===== src/rtl/isa_pkg.sv =====
// Shared ISA definitions: opcode fields, loader request ops, loader states.
// Later Decode logic imports these same constants.
package isa_pkg;

  localparam logic [3:0] OP_NOOP  = 4'd0;
  localparam logic [3:0] OP_STORE = 4'd1;
  localparam logic [3:0] OP_LOAD  = 4'd2;
  localparam logic [3:0] OP_ADD   = 4'd3;
  localparam logic [3:0] OP_SUB   = 4'd4;
  localparam logic [3:0] OP_HALT  = 4'd5;

  localparam logic [15:0] HALT_WORD = 16'h5000;

  typedef enum logic [2:0] {
    REQ_NOOP  = 3'd0,
    REQ_STORE = 3'd1,
    REQ_LOAD  = 3'd2,
    REQ_ADD   = 3'd3,
    REQ_SUB   = 3'd4,
    REQ_HALT  = 3'd5
  } req_op_e;

  typedef enum logic [2:0] {
    S_IDLE   = 3'd0,
    S_LOAD   = 3'd1,
    S_APPEND = 3'd2,
    S_RUN    = 3'd3,
    S_ERR    = 3'd4
  } ld_state_e;

endpackage


===== src/rtl/instr_word_encoder.sv =====
// Combinational encoder: request op + fields -> 16-bit instruction word.
// Fields an opcode does not use stay 0; op codes 6 and 7 flag illegal.
module instr_word_encoder
  import isa_pkg::*;
(
  input  logic [2:0]  i_op,
  input  logic [3:0]  i_ra,
  input  logic [3:0]  i_rb,
  input  logic [3:0]  i_rw,
  input  logic [7:0]  i_daddr,
  output logic [15:0] o_word,
  output logic        o_illegal
);

  always_comb begin
    o_word    = 16'h0000;
    o_illegal = 1'b0;
    case (i_op)
      REQ_NOOP:  o_word = {OP_NOOP, 12'h000};
      REQ_STORE: o_word = {OP_STORE, i_ra, i_daddr};
      REQ_LOAD:  o_word = {OP_LOAD, i_daddr, i_rw};
      REQ_ADD:   o_word = {OP_ADD, i_ra, i_rb, i_rw};
      REQ_SUB:   o_word = {OP_SUB, i_ra, i_rb, i_rw};
      REQ_HALT:  o_word = HALT_WORD;
      default:   o_illegal = 1'b1;
    endcase
  end

endmodule


===== src/rtl/instr_program_loader.sv =====
// Streams encoded instructions into instruction memory while holding the
// processor in reset, then releases it (optionally appending a HALT).
module instr_program_loader
  import isa_pkg::*;
#(
  parameter int unsigned IADDR_W   = 7,
  parameter int unsigned FILL_HALT = 1
) (
  input  logic               Clk,
  input  logic               Rst,
  input  logic               Load_start,
  input  logic               In_valid,
  output logic               In_ready,
  input  logic               In_last,
  input  logic [2:0]         In_op,
  input  logic [3:0]         In_ra,
  input  logic [3:0]         In_rb,
  input  logic [3:0]         In_rw,
  input  logic [7:0]         In_daddr,
  output logic               I_wr,
  output logic [IADDR_W-1:0] I_addr,
  output logic [15:0]        I_data,
  output logic               Cpu_rst_n,
  output logic               Done,
  output logic               Err,
  output logic [IADDR_W:0]   Word_cnt
);

  localparam int unsigned CNT_W = IADDR_W + 1;
  localparam logic [CNT_W-1:0] LAST_ADDR = CNT_W'((1 << IADDR_W) - 1);

  ld_state_e          r_state;
  logic               r_in_ready;
  logic               r_wr;
  logic [IADDR_W-1:0] r_addr;
  logic [15:0]        r_data;
  logic               r_cpu_rst_n;
  logic               r_done;
  logic               r_err;
  logic [CNT_W-1:0]   r_cnt;

  logic [15:0] w_word;
  logic        w_illegal;
  logic        w_accept;
  logic        w_full;
  logic        w_need_append;

  instr_word_encoder u_enc (
    .i_op      (In_op),
    .i_ra      (In_ra),
    .i_rb      (In_rb),
    .i_rw      (In_rw),
    .i_daddr   (In_daddr),
    .o_word    (w_word),
    .o_illegal (w_illegal)
  );

  // The word counter doubles as the write address since only legal beats write.
  assign w_accept      = In_valid & r_in_ready;
  assign w_full        = (r_cnt == LAST_ADDR);
  assign w_need_append = (FILL_HALT != 0) && (w_word != HALT_WORD);

  always_ff @(posedge Clk or posedge Rst) begin
    if (Rst) begin
      r_state     <= S_IDLE;
      r_in_ready  <= 1'b0;
      r_wr        <= 1'b0;
      r_addr      <= '0;
      r_data      <= 16'h0000;
      r_cpu_rst_n <= 1'b0;
      r_done      <= 1'b0;
      r_err       <= 1'b0;
      r_cnt       <= '0;
    end else begin
      r_wr <= 1'b0;
      case (r_state)
        S_IDLE, S_RUN, S_ERR: begin
          if (Load_start) begin
            r_state     <= S_LOAD;
            r_in_ready  <= 1'b1;
            r_cnt       <= '0;
            r_done      <= 1'b0;
            r_err       <= 1'b0;
            r_cpu_rst_n <= 1'b0;
          end
        end
        S_LOAD: begin
          if (w_accept) begin
            if (w_illegal) begin
              r_err <= 1'b1;
              if (In_last) begin
                r_state    <= S_ERR;
                r_in_ready <= 1'b0;
              end
            end else begin
              r_wr   <= 1'b1;
              r_addr <= IADDR_W'(r_cnt);
              r_data <= w_word;
              r_cnt  <= r_cnt + CNT_W'(1);
              if (In_last && w_need_append) begin
                r_in_ready <= 1'b0;
                if (w_full) begin
                  r_err   <= 1'b1;
                  r_state <= S_ERR;
                end else begin
                  r_state <= S_APPEND;
                end
              end else if (In_last) begin
                r_in_ready <= 1'b0;
                if (r_err) begin
                  r_state <= S_ERR;
                end else begin
                  r_state     <= S_RUN;
                  r_done      <= 1'b1;
                  r_cpu_rst_n <= 1'b1;
                end
              end else if (w_full) begin
                r_in_ready <= 1'b0;
                r_err      <= 1'b1;
                r_state    <= S_ERR;
              end
            end
          end
        end
        S_APPEND: begin
          r_wr   <= 1'b1;
          r_addr <= IADDR_W'(r_cnt);
          r_data <= HALT_WORD;
          r_cnt  <= r_cnt + CNT_W'(1);
          if (r_err) begin
            r_state <= S_ERR;
          end else begin
            r_state     <= S_RUN;
            r_done      <= 1'b1;
            r_cpu_rst_n <= 1'b1;
          end
        end
        default: r_state <= S_IDLE;
      endcase
    end
  end

  assign In_ready  = r_in_ready;
  assign I_wr      = r_wr;
  assign I_addr    = r_addr;
  assign I_data    = r_data;
  assign Cpu_rst_n = r_cpu_rst_n;
  assign Done      = r_done;
  assign Err       = r_err;
  assign Word_cnt  = r_cnt;

endmodule


===== config.mk =====
export PLATFORM = sky130hd
export DESIGN_NAME = instr_program_loader
export DESIGN_NICKNAME = d
export VERILOG_FILES = /design/src/rtl/isa_pkg.sv /design/src/rtl/instr_word_encoder.sv /design/src/rtl/instr_program_loader.sv
export SDC_FILE = /design/constraint.sdc
export NUM_CORES = 1
export LEC_CHECK = 0
export ABC_CLOCK_PERIOD_IN_PS = 1700
export BUFFER_PORTS_ARGS = -buffer_cell sky130_fd_sc_hd__buf_2
export CAP_MARGIN = 25
export CORE_MARGIN = 10
export CORE_UTILIZATION = 46
export DETAILED_ROUTE_END_ITERATION = 6
export PLACE_DENSITY = 0.75
export SLEW_MARGIN = 20
export SYNTH_ARGS = -nofsm -noshare
export SYNTH_HDL_FRONTEND = slang
export SYNTH_SLANG_ARGS = --single-unit

===== constraint.sdc =====
create_clock -name Clk -period 1.7 [get_ports Clk]
set_clock_uncertainty 0.15 [all_clocks]
set_input_delay 0.085 -clock Clk [delete_from_list [all_inputs] [get_ports Clk]]
set_output_delay 0.085 -clock Clk [all_outputs]
set_load 0.05 [all_outputs]

==> metrics.txt, run 1 <==
Critical Path AT 1.84 ns; Hold EP Cpu_rst_n; Reg2Reg Depth 5; H-tree depth reported by CTS 2; maximum clock rate 569 MHz; Tmin final 1.76 ns; share of layout cells above drive strength 1 39.7%; Max clock buf depth 2; die height 87.7 microns; ys async rst share 100%; Routed WL between 6000 and 7000 microns; Clk pwr share roughly 16%; Initial DRC Count 109; Setup crit end kind flop; DRC violations left 0; Mapped Cells 232; post-route setup slack -0.0577 ns; Area Overhead vs Synth 46.4%; clk sink count 37; post-DR wirelength/cell 17.2 microns; synthesized flop and latch total 37; DRT antenna net count 0; vias in the first global route 2157; CP startpoint kind flop; internal power 2.97 mW; MaxCap Viol Count 0; met1 global-route usage between 20% and 30%; worst r2r src r_state[1]; post-synth cell types 51; largest net degree at the start of global routing 26; Syn Area/Cell 9.09 sq um; worst-path maximum fanout 3; RD Place Congestion 0.866; Site Rows 24; top area cells in the synthesized netlist dfrtp_1, nand2_1, nand3_1, a2bb2oi_1, a22oi_1; met3 usage 4.55%; endpoints failing setup 7; GR Util met2 29.5%; Yosys Warn Count 0; final net count 363; Final Hold Fails 0; combinational power share 58.4%; Yosys top cell by area dfrtp_1; worst hold path depth 3; final period utilization 103%; EDFF count, synth 0; Clock transition at path regs about 0.08 ns; antenna fix cells 0; R2R Setup Slk -0.06 ns; worst hold path type primary input to flop; global-route wire length before repair 10400 microns; count of input and output buffers 62; dpl ws -0.0800 ns; hold wc startpoint Load_start; clock latency on the worst-skew pair roughly 0.3 ns; full die area 7690 sq um; Power Density 1870 nW/um^2; Reg power frac 25.2%; I/O pin count between 60 and 70; initial antenna violation count 0; worst vdd ir 1.03 mV; Reg area 935 sq um; status complete, but fails checks; Crit path required time 1.78 ns; most used flip-flop cell after synthesis dfrtp_1; worst r2r dst Word_cnt[7]; Mapped Nets 261; GR Overflow Total 0; TritonCTS clock tree built; total CTS buffers 5; Fillers 335; chip width 87.7 microns; most frequent cells in the layout buf_2, nand2_1, dfrtp_1; P_leak around 1.5 nW; Root Driver clkbuf_8; Vias roughly 2200; switching power total roughly 2.8 mW; worst hold margin between 0.02 and 0.025 ns; aggregate global-route resource usage 16.8%; Initial Util 48.1%; dpl hpwl 4640 microns; number of vias per cell 5.69; Synth top area share a little over two fifths; Syn Std Cell Area 2110 sq um; max_slew headroom 61.7%; global route hottest layer met2; Tot Pwr 5.77 mW; core footprint 4380 sq um; register area share after synthesis a little over two fifths; final max-slew violation count 0; CP Class flop to flop; failing checks negative setup slack; switching share of power 48.6%; DR pass1 iterations 4; commonest non-fill, non-tap cell in the layout buf_2; RSZ-0062 raised after global routing yes; area of the multi-input gates ~1200 sq um; Worst Tran Pin Value 0.574 ns
==> worst max path at each step <==
| stage | from | slack (ns) | depth (start not counted) | to |
|---|---|---|---|---|
| finish | r_state[1] | -0.06 | 5 | Word_cnt[7] |
| global route | r_state[1] | -0.11 | 6 | Word_cnt[6] |
| CTS | r_state[1] | -0.04 | 5 | Word_cnt[7] |
| detailed placement | r_state[1] | -0.08 | 5 | Cpu_rst_n |
| global placement | r_state[1] | -0.02 | 5 | Cpu_rst_n |
| floorplan | Word_cnt[0] | -0.1 | 5 | r_state[2] |
==> sequential cells by signal, indices dropped and copies added, names as in the netlist <==
signal,cells
Cpu_rst_n,1
Err,1
I_addr,7
I_data,15
I_wr,1
In_ready,1
Word_cnt,8
r_state,3
==> Yosys cell counts, drive strengths merged, types with 2 or more instances <==
cell	instances
dfrtp	37
nor3	6
a32o	2
a22oi	9
inv	4
a211oi	3
a2bb2oi	8
nor3b	4
o2bb2ai	4
nand2b	3
a21o	2
nor2b	5
a31oi	5
mux2i	6
a211o	2
clkbuf	6
or2	2
nand3	17
o21a	2
a21oi	4
o22a	2
nand2	44
buf	8
and2	3
a2111oi	2
o21ai	16
o211ai	4
nor2	9
==> final cells by class <==
type | count | area share [%]
repair buffers | 109 | 24.0
clock inverters | 3 | 2.23
clock buffers | 5 | 2.23
flip-flops and latches | 37 | 30.3
inverters | 4 | 0.648
multi-input cells | 177 | 38.5
well taps | 52 | 2.11
==> per-stage QoR <==
stage | cell area [sq um] | utilization (%) | std cells | setup TNS (ns)
global placement | 2700 | 61.6 | 362 | -0.0610
detailed placement | 2700 | 61.6 | 362 | -0.410
global route | 3090 | 70.4 | 387 | -1.04
CTS | 3010 | 68.6 | 384 | -0.0393
finish | 3090 | 70.4 | 387 | -0.179
floorplan | 2140 | - | 232 | -0.248
==> timing repair <==
action	CTS	global route
endpoints found under the setup margin	9	16
setup buffers	1	3
gates resized for setup	8	16
pin swaps	2	8
hold buffers	13	0
endpoints found under the hold margin	24	0
gates cloned	0	0
==> critical path, stage by stage (launching register included) <==
cell and delay (ns):
dfrtp_2 0.46, nor3b_4 0.25, buf_4 0.16, a31oi_4 0.10
or4_1 0.48, nand3_1 0.10
==> layer usage <==
metal	vias to the layer above	wire, microns
li1	1055	-
met1	1056	2780
met2	84	3350
met3	6	476
met4	0	42
met5	-	0
==> kinds of logic after synthesis <==
logic type                 after synthesis  synth area share (%)
AOI/OAI and AO/OA                       69                  24.3
xor gates and xnor gates                 1                 0.415
adders and majority gates                1                 0.593
buffers and inverters                   18                  4.21
DFF                                     37                  43.9
muxes                                    7                  3.38
other                                    1                 0.178
and+or+nand+nor                         98                  23.0
==> power groups by stage <==
| stage | combinational (mW) | clock, mW | sequential [mW] |
|---|---|---|---|
| 2_1_floorplan | 1.10 | 0 | 2.52 |
| 3_3_place_gp | 3.09 | 0 | 1.45 |
| 3_5_place_dp | 3.13 | 0 | 1.46 |
| 4_1_cts | 3.24 | 0.949 | 1.45 |
| 5_1_grt | 3.58 | 0.990 | 1.49 |
| 6_report | 3.37 | 0.947 | 1.45 |
Power figures use the tool's default switching activity.
==> inputs of run 2 (changes only) <==
--- a/config.mk
+++ b/config.mk
@@ -5,13 +5,14 @@
 export SDC_FILE = /design/constraint.sdc
 export NUM_CORES = 1
 export LEC_CHECK = 0
-export ABC_CLOCK_PERIOD_IN_PS = 1700
 export BUFFER_PORTS_ARGS = -buffer_cell sky130_fd_sc_hd__buf_2
 export CAP_MARGIN = 25
+export CORE_ASPECT_RATIO = 1.2
 export CORE_MARGIN = 10
 export CORE_UTILIZATION = 46
 export DETAILED_ROUTE_END_ITERATION = 6
 export PLACE_DENSITY = 0.75
+export REMOVE_ABC_BUFFERS = 1
 export SLEW_MARGIN = 20
 export SYNTH_ARGS = -nofsm -noshare
 export SYNTH_HDL_FRONTEND = slang
==> metrics.txt, run 2 (same netlist as run 1, synthesis figures left out) <==
status complete, but fails checks (unchanged); failing checks negative setup slack (unchanged); Initial Util 48.4% (was 48.1%); commonest non-fill, non-tap cell in the layout buf_2 (unchanged); Clk pwr share 12.2% (was 16.4%); chip width 81.8 microns (was 87.7 microns); DR pass1 iterations 4 (unchanged); Area Overhead vs Synth 43.7% (was 46.4%); Routed WL 6360 microns (was 6650 microns); global-route wire length before repair 10100 microns (was 10400 microns); Vias 2129 (was 2201); endpoints failing setup 2 (was 7); Reg power frac 26.6% (was 25.2%); vias in the first global route 2081 (was 2157); number of vias per cell 5.38 (was 5.69); DRC violations left 0 (unchanged); total CTS buffers 5 (unchanged); Post-DP Area 2660 sq um (was 2700 sq um); CP startpoint kind flop (unchanged); clk sink count 37 (unchanged); Post-Layout Cell Count 396 (was 387); Critical Path AT 1.75 ns (was 1.84 ns); final period utilization 102% (was 103%); MaxCap Viol Count 0 (unchanged); combinational power share 61.3% (was 58.4%); max FFs per register 15 (unchanged); most frequent cells in the layout buf_2, nand2_1, buf_4 (was buf_2, nand2_1, dfrtp_1); P_leak 1.47 nW (was 1.46 nW); internal power 2.70 mW (was 2.97 mW); RD Place Congestion 0.846 (was 0.866); final non-filler cell area 3030 sq um (was 3090 sq um); RSZ-0062 raised after global routing yes (unchanged); Clock transition at path regs 0.07 ns (was 0.08 ns); final max-slew violation count 0 (unchanged); post-route setup slack -0.0274 ns (was -0.0577 ns); H-tree depth reported by CTS 2 (unchanged); final net count 368 (was 363); Site Rows 26 (was 24); worst hold path type primary input to flop (unchanged); area of the multi-input gates 1170 sq um (was 1190 sq um); clock latency on the worst-skew pair 0.28 ns (was 0.30 ns); Crit path required time 1.73 ns (was 1.78 ns); Setup crit end kind flop (unchanged); slowest stage delay, CP 0.46 ns (was 0.48 ns); Top cell by count, worst path buf_4; CP max stage cell dfrtp_2 (was or4_1); dpl hpwl 4530 microns (was 4640 microns); share of layout cells above drive strength 1 39.1% (was 39.7%); Fillers 354 (was 335); Tot Pwr 5.43 mW (was 5.77 mW); final core utilization 69.5% (was 70.4%); Top Family by Delay on Critical Path flip-flops (was simple AND/OR/NAND/NOR gates); largest net degree at the start of global routing 38 (was 26); maximum clock rate 579 MHz (was 569 MHz); core footprint 4360 sq um (was 4380 sq um); I/O pin count 64 (unchanged); TritonCTS clock tree built (unchanged); die height 94.2 microns (was 87.7 microns); worst vdd ir 1.24 mV (was 1.03 mV); Power Density 1790 nW/um^2 (was 1870 nW/um^2); count of input and output buffers 62 (unchanged); Reg area 928 sq um (was 935 sq um); switching share of power 50.3% (was 48.6%); TNS Setup -0.0493 ns (was -0.179 ns); Max clock buf depth 2 (unchanged); Final Hold Fails 0 (unchanged); Root Driver clkbuf_8 (unchanged); worst-path maximum fanout 8 (was 3); switching power total 2.73 mW (was 2.80 mW); crit path buf inv count 2 (was 1); CP cell instances buf_4 -> buf_4 -> xnor2_2 -> nor2_4 -> a22o_1 -> a21o_1 (was nor3b_4 -> buf_4 -> a31oi_4 -> or4_1 -> nand3_1); dpl cells 368 (was 362); DRT antenna net count 0 (unchanged); initial antenna violation count 0 (unchanged); Tmin final 1.73 ns (was 1.76 ns); CP Class flop to flop (unchanged); Initial DRC Count 199 (was 109); aggregate global-route resource usage 16.3% (was 16.8%); antenna fix cells 0 (unchanged); full die area 7710 sq um (was 7690 sq um); GR Overflow Total 0 (unchanged); post-DR wirelength/cell 16.1 microns (was 17.2 microns)
[run 2: changes by cell type in the layout (fill, tap and decap cells not counted), sizes merged]
cell / change
buf: +6
dlygate4sd3: -1
clkinv: +1
inv: -1
bufinv: -2
clkbuf: +2
[run 2: what timing repair did]
| action | CTS | global route |
|---|---|---|
| hold endpoints to repair | 49 | 0 |
| pin swaps | 3 | 5 |
| resized for setup | 5 | 19 |
| hold buffers | 12 | 0 |
| endpoints found under the setup margin | 9 | 26 |
| buffers inserted | 3 | 5 |
[run 2: cell type report]
type | instances | area share (%)
Clock buffer | 7 | 3.18
Timing Repair Buffer | 114 | 24.5
Clock inverter | 1 | 0.165
Sequential cell | 37 | 30.6
Multi-Input combinational cell | 177 | 38.7
Tap cell | 56 | 2.31
Inverter | 4 | 0.578
[run 2: metrics by stage]
| step | hold WS, ns | setup WS (ns) |
|---|---|---|
| after floorplan | 0.0831 | -0.397 |
| after global placement | 0.0662 | -0.0208 |
| after detailed placement | 0.0624 | -0.102 |
| after CTS | 0.0212 | 0.00243 |
| after global routing | 0.0338 | -0.107 |
| final | 0.0158 | -0.0274 |
[run 2: power groups by stage]
stage | Clock [mW] | Sequential [mW] | Combinational (mW)
final | 0.662 | 1.44 | 3.33
after global routing | 0.710 | 1.49 | 3.54
after CTS | 0.674 | 1.44 | 3.10
after detailed placement | 0 | 1.46 | 3.00
after global placement | 0 | 1.44 | 2.96
after floorplan | 0 | 2.58 | 0.934
[run 2: tightest hold or removal path, cell delays in order]
cell       delay [ns]
buf_2            0.09
a2bb2oi_1        0.05
o21ai_0          0.18
[run 2: routing by layer]
layer,global-route usage (%),vias to the layer above,routed length [microns]
met5,0,-,0
met4,3.69,0,99
met3,3.83,11,390
met2,28.1,64,3330
met1,19.7,992,2540
li1,-,1062,-
[run 2: final timing paths]
| path | from | endpoint | slack (ns) | cells after the start |
|---|---|---|---|---|
| max | r_state[1] | Word_cnt[6] | -0.03 | 6 |
| min | In_rw[1] | I_data[1] | 0.02 | 3 |
| max reg2reg | r_state[1] | Word_cnt[6] | -0.03 | 6 |
| min reg2reg | I_addr[0] | I_addr[0] | 0.32 | 2 |
| max in group asynchronous | Rst | In_ready | 0.76 | 4 |
| min in group asynchronous | Rst | I_data[10] | 0.30 | 4 |
